[src/rtl/s27_resp_compactor.sv]
// Response-capture stage for the s27 G17 output: compacts a fixed window of qualified samples
// into a MISR signature, a ones count and a toggle count.
module s27_resp_compactor #(
    parameter int unsigned       SIG_W   = 16,
    parameter logic [SIG_W-1:0]  POLY    = 16'h1021,
    parameter logic [SIG_W-1:0]  SEED    = 16'h0000,
    parameter int unsigned       WIN_LEN = 256,
    parameter int unsigned       CNT_W   = 16
) (
    input  logic             CK,
    input  logic             RST,
    input  logic             START,
    input  logic             G17,
    input  logic             VALID_IN,
    output logic             BUSY,
    output logic             DONE,
    output logic [SIG_W-1:0] SIG_OUT,
    output logic [CNT_W-1:0] ONES_CNT,
    output logic [CNT_W-1:0] TOGGLE_CNT
);

    localparam int unsigned SC_W = $clog2(WIN_LEN + 1);

    typedef enum logic [1:0] {StIdle, StRun, StDone} state_e;

    state_e            state_q, state_d;
    logic [SIG_W-1:0]  sig_q;
    logic [CNT_W-1:0]  ones_q, tog_q;
    logic [SC_W-1:0]   cnt_q;
    logic              prev_q;
    logic              take, open, last;

    assign open = (state_q != StRun) && START;
    assign take = (state_q == StRun) && VALID_IN;
    assign last = (cnt_q == SC_W'(WIN_LEN - 1));

    always_ff @(posedge CK) begin
        if (RST) begin
            state_q <= StIdle;
        end else begin
            state_q <= state_d;
        end
    end

    always_comb begin
        state_d = state_q;
        unique case (state_q)
            StIdle:  if (START) state_d = StRun;
            StRun:   if (VALID_IN && last) state_d = StDone;
            StDone:  if (START) state_d = StRun;
            default: state_d = StIdle;
        endcase
    end

    always_comb begin
        BUSY = (state_q == StRun);
        DONE = (state_q == StDone);
    end

    always_ff @(posedge CK) begin
        if (RST || open) begin
            sig_q  <= SEED;
            ones_q <= '0;
            tog_q  <= '0;
            cnt_q  <= '0;
            prev_q <= 1'b0;
        end else if (take) begin
            sig_q  <= {sig_q[SIG_W-2:0], 1'b0} ^ (sig_q[SIG_W-1] ? POLY : '0)
                      ^ {{(SIG_W-1){1'b0}}, G17};
            // Counters stick at all-ones rather than wrap
            if (G17 && ones_q != '1) ones_q <= ones_q + 1'b1;
            if ((G17 != prev_q) && tog_q != '1) tog_q <= tog_q + 1'b1;
            prev_q <= G17;
            cnt_q  <= cnt_q + 1'b1;
        end
    end

    assign SIG_OUT    = sig_q;
    assign ONES_CNT   = ones_q;
    assign TOGGLE_CNT = tog_q;

endmodule

[config.mk]
export PLATFORM = sky130hd
export DESIGN_NAME = s27_resp_compactor
export DESIGN_NICKNAME = d
export VERILOG_FILES = /design/src/rtl/s27_resp_compactor.sv
export SDC_FILE = /design/constraint.sdc
export NUM_CORES = 1
export LEC_CHECK = 0
export ABC_CLOCK_PERIOD_IN_PS = 1650
export CORE_MARGIN = 5
export CORE_UTILIZATION = 42
export CTS_CLUSTER_SIZE = 30
export DETAILED_ROUTE_END_ITERATION = 16
export GPL_TIMING_DRIVEN = 0
export PLACE_DENSITY = 0.75
export SLEW_MARGIN = 10
export SYNTH_ARGS = -nofsm -noshare
export SYNTH_HDL_FRONTEND = slang
export SYNTH_SLANG_ARGS = --single-unit
[constraint.sdc]
create_clock -name CK -period 1.65 [get_ports CK]
set_clock_uncertainty 0.05 [all_clocks]
set_input_delay 0.33 -clock CK [delete_from_list [all_inputs] [get_ports CK]]
set_output_delay 0.33 -clock CK [all_outputs]
set_load 0.03 [all_outputs]
==> results.yml <==
worst_hold_path:
  hold_depth: 3
  hold_start: "G17"
  holdPathEnd: "SIG_OUT[0]"
  holdCritPathClass: "in -> reg"
clock_network:
  cts_sinks: 60
  cts-root-buf: "clkbuf_8"
  cts_tree: "built"
  postCtsHoldBufs: 0
  cts.path.max_buffers: 2
  path_clk_slew_ps: 70
  ctsHtreeMaxLevel: 3
  clkLatencyLatePin_ps: 330
  cts-buffers-inserted: 9
setup_path:
  endpoint_kind: "register"
  r2r_cells: 5
  critPathKind: "reg -> reg"
  r2r_start: "state_q[1]"
  critPathLaunchType: "register"
  cp.required_ps: 1870
  crit_arrival_ps: 1880
  r2r_end: "ONES_CNT[11]"
  cp_max_fo: 7
  ff2ff_setup_slack_ps: -10
sta:
  period_needed_ps: 1660
  worst_slew_pin_slew_ps: 523
  period_share_pct: 101
  rsz0062_at_grt: "yes"
  slew_violations: 0
  fmax_ghz: 0.602
  setup_viol: 2
  worst_slack_ps: -10.4
  hold_viol: 0
  maxSlewHeadroom_pct: 64.9
global_routing:
  grt_pass1_wl_um: 12800
  grtUsageTotal_pct: 18.2
  overflow: 0
  antenna_found_initial: 0
  first_global_vias: 2755
  grt_max_degree: 11
layout:
  drive_gt1_share_pct: 30.0
  nets: 418
  fillers: 534
  fin_cells: 491
  n_antenna_cell: 0
  syn_to_final_growth_pct: 46.4
drt:
  via_count: 2870
  dr.pass1.iters: 7
  ant_nets: 0
  drcViolationCount: 0
  avgRoutedWirePerCell_um: 16.5
  drt-initial-drc-count: 166
  drt-vias-per-instance: 5.85
  wirelength_um: 8080
synth:
  synth-xor-area-share_pct: 3.42
  ys_warn_count: 0
  synth_top_area_cell: "dfxtp_1"
  async_reset_ff_share_pct: 0
  synth_cell_type_count: 45
  yosys-top-cells-area: "dfxtp_1 43%, a21oi_1 6.3%, nand2_1 6.1%, o31ai_1 3.5%, or4_1 3.5%"
  synth_compound_area_share_pct: 19.8
  ys_ff_latch: 60
  yosysTopAreaCellShare_pct: 43.2
  synthCells: 323
  syn_area_um2: 2780
  yosys.area_share.simple_pct: 28.1
  syn_avg_cell_area_um2: 8.62
  synthMuxAreaShare_pct: 0.360
  syn-num-nets: 332
  synthAdderAreaFrac_pct: 1.80
  yosysMostFrequentCell: "dfxtp_1"
  synth_top_family_by_area: "simple AND/OR/NAND/NOR gates"
  synth_edf_count: 0
  synth_common_cells: "60 x dfxtp_1, 45 x nand2_1, 35 x a21oi_1, 17 x nor2_1"
  ys_seq_area_share_pct: 43.2
  synthFlopType: "dfxtp_1"
floorplan:
  die_area_um2: 8350
  fp.coreArea_um2: 6390
  rows: 29
  fp.dieW_um: 91.4
  io_pins: 55
  initial_utilization_pct: 43.6
  die_y_um: 91.4
power:
  share_seq_of_total_power_pct: 47.8
  power.density_nw_per_um2: 747
  p_switching_w: 0.000713
  p_total_w: 0.00304
  power_frac_comb_pct: 6.1
  total_leakage_power_nw: 1.61
  p_clk_share_pct: 46.0
  power.share.switching_pct: 23.4
  ir_drop_uv: 537
  power.internal_w: 0.00233
flow_run:
  maxCapViolCount: 0
place:
  dpl.cell_count: 454
  place_hpwl_um: 5150
  gp_congestion: 0.832
  io_buffer_count: 54
run_status:
  violations: "negative setup slack"
  outcome: "finished, violations left"
-- cell families (layout without fill, tap and decap cells) --
logic type / Yosys count / in the layout
simple gates: 140 / 140
mux: 1 / 1
flops: 60 / 60
compound gates: 86 / 86
xor+xnor: 10 / 10
buf+inv: 22 / 113
fa+ha+maj: 4 / 4
-- power groups by stage --
stage	Clock (W)	Sequential [W]	Combinational, W
after floorplan	0	0.00150	0.0000846
after global placement	0	0.00149	0.000154
after detailed placement	0	0.00149	0.000155
after CTS	0.00142	0.00146	0.000170
after global routing	0.00149	0.00145	0.000202
final	0.00140	0.00145	0.000187
-- layout make-up --
class / instances / area [µm²] / share of cell area [%]
plain buffers: 14 / 108 / 2.64
clock inverters: 4 / 45.0 / 1.11
inverters: 6 / 22.5 / 0.553
clock buffers: 12 / 166 / 4.08
multi-input cells: 241 / 1730 / 42.4
repair buffers: 77 / 639 / 15.7
well taps: 77 / 96.3 / 2.36
flip-flops and latches: 60 / 1270 / 31.1
-- per-layer routing --
layer	vias up	share of wire [%]	track usage [%]
met2	87	51	30.9
met5	-	0	0
met1	1380	43	22.2
li1	1391	-	-
met3	12	4.8	3.80
met4	0	1.1	7.46
-- per-stage QoR --
| stage | TNS (ps) | hold slack, ps | utilization [%] | setup WS (ps) | area [µm²] |
|---|---|---|---|---|---|
| floorplan | -94.6 | 352 | - | -34.0 | 2880 |
| global placement | -31730 | 409 | 55.1 | -716 | 3520 |
| detailed placement | -31760 | 413 | 55.1 | -742 | 3520 |
| CTS | 0 | 424 | 60.7 | 1.34 | 3880 |
| global route | -777 | 434 | 63.8 | -81.4 | 4070 |
| finish | -15.6 | 414 | 63.8 | -10.4 | 4070 |
-- layout by cell type (no fill, tap or decap), types with 3 or more instances in the layout --
master | Yosys | routed
buf_2 | 4 | 3
clkinv_2 | 0 | 3
nor2_1 | 17 | 17
clkbuf_8 | 0 | 10
buf_6 | 0 | 3
inv_1 | 6 | 6
or4_4 | 0 | 5
and4_1 | 6 | 4
a21oi_1 | 35 | 28
dfxtp_4 | 0 | 11
dfxtp_2 | 0 | 21
nor4_4 | 0 | 3
xnor2_1 | 7 | 7
a21oi_2 | 0 | 6
o211ai_1 | 4 | 4
nand3_4 | 0 | 3
o21ai_0 | 7 | 7
or4_1 | 13 | 8
a211oi_1 | 4 | 4
o311ai_1 | 4 | 3
or3_1 | 7 | 6
o21a_1 | 7 | 7
clkbuf_2 | 0 | 5
nor3_1 | 10 | 8
nand4_1 | 12 | 12
buf_4 | 1 | 25
o31ai_1 | 13 | 12
nand2_1 | 45 | 44
nand3_1 | 12 | 9
o41ai_1 | 4 | 3
dfxtp_1 | 60 | 28
dlygate4sd2_1 | 0 | 48
-- critical path: stages, from the launching register on --
cell and delay (ps):
dfxtp_2 350, and4b_1 270, buf_6 140, nand4_4 140, or4_4 540, a21oi_2 120
-- state kept, by name, indices dropped and copies added (netlist names) --
signal / flops
ONES_CNT: 16
state_q: 2
SIG_OUT: 16
cnt_q: 9
prev_q: 1
TOGGLE_CNT: 16
-- worst max-delay path by stage --
stage | start | to | slack, ps | cells after the start
5_1_grt | ONES_CNT[13] | ONES_CNT[3] | -80 | 5
2_1_floorplan | ONES_CNT[0] | ONES_CNT[12] | -30 | 5
3_3_place_gp | START | ONES_CNT[14] | -720 | 5
4_1_cts | state_q[1] | ONES_CNT[11] | 1 | 5
6_report | state_q[1] | ONES_CNT[11] | -10 | 5
3_5_place_dp | G17 | ONES_CNT[10] | -740 | 6
-- repair_timing --
action | 4_1_cts | 5_1_grt
setup buffers | 14 | 8
endpoints found under the setup margin | 103 | 41
cloned | 0 | 1
gates resized for setup | 92 | 38
pin swaps | 7 | 11
Power figures use the tool's default switching activity.
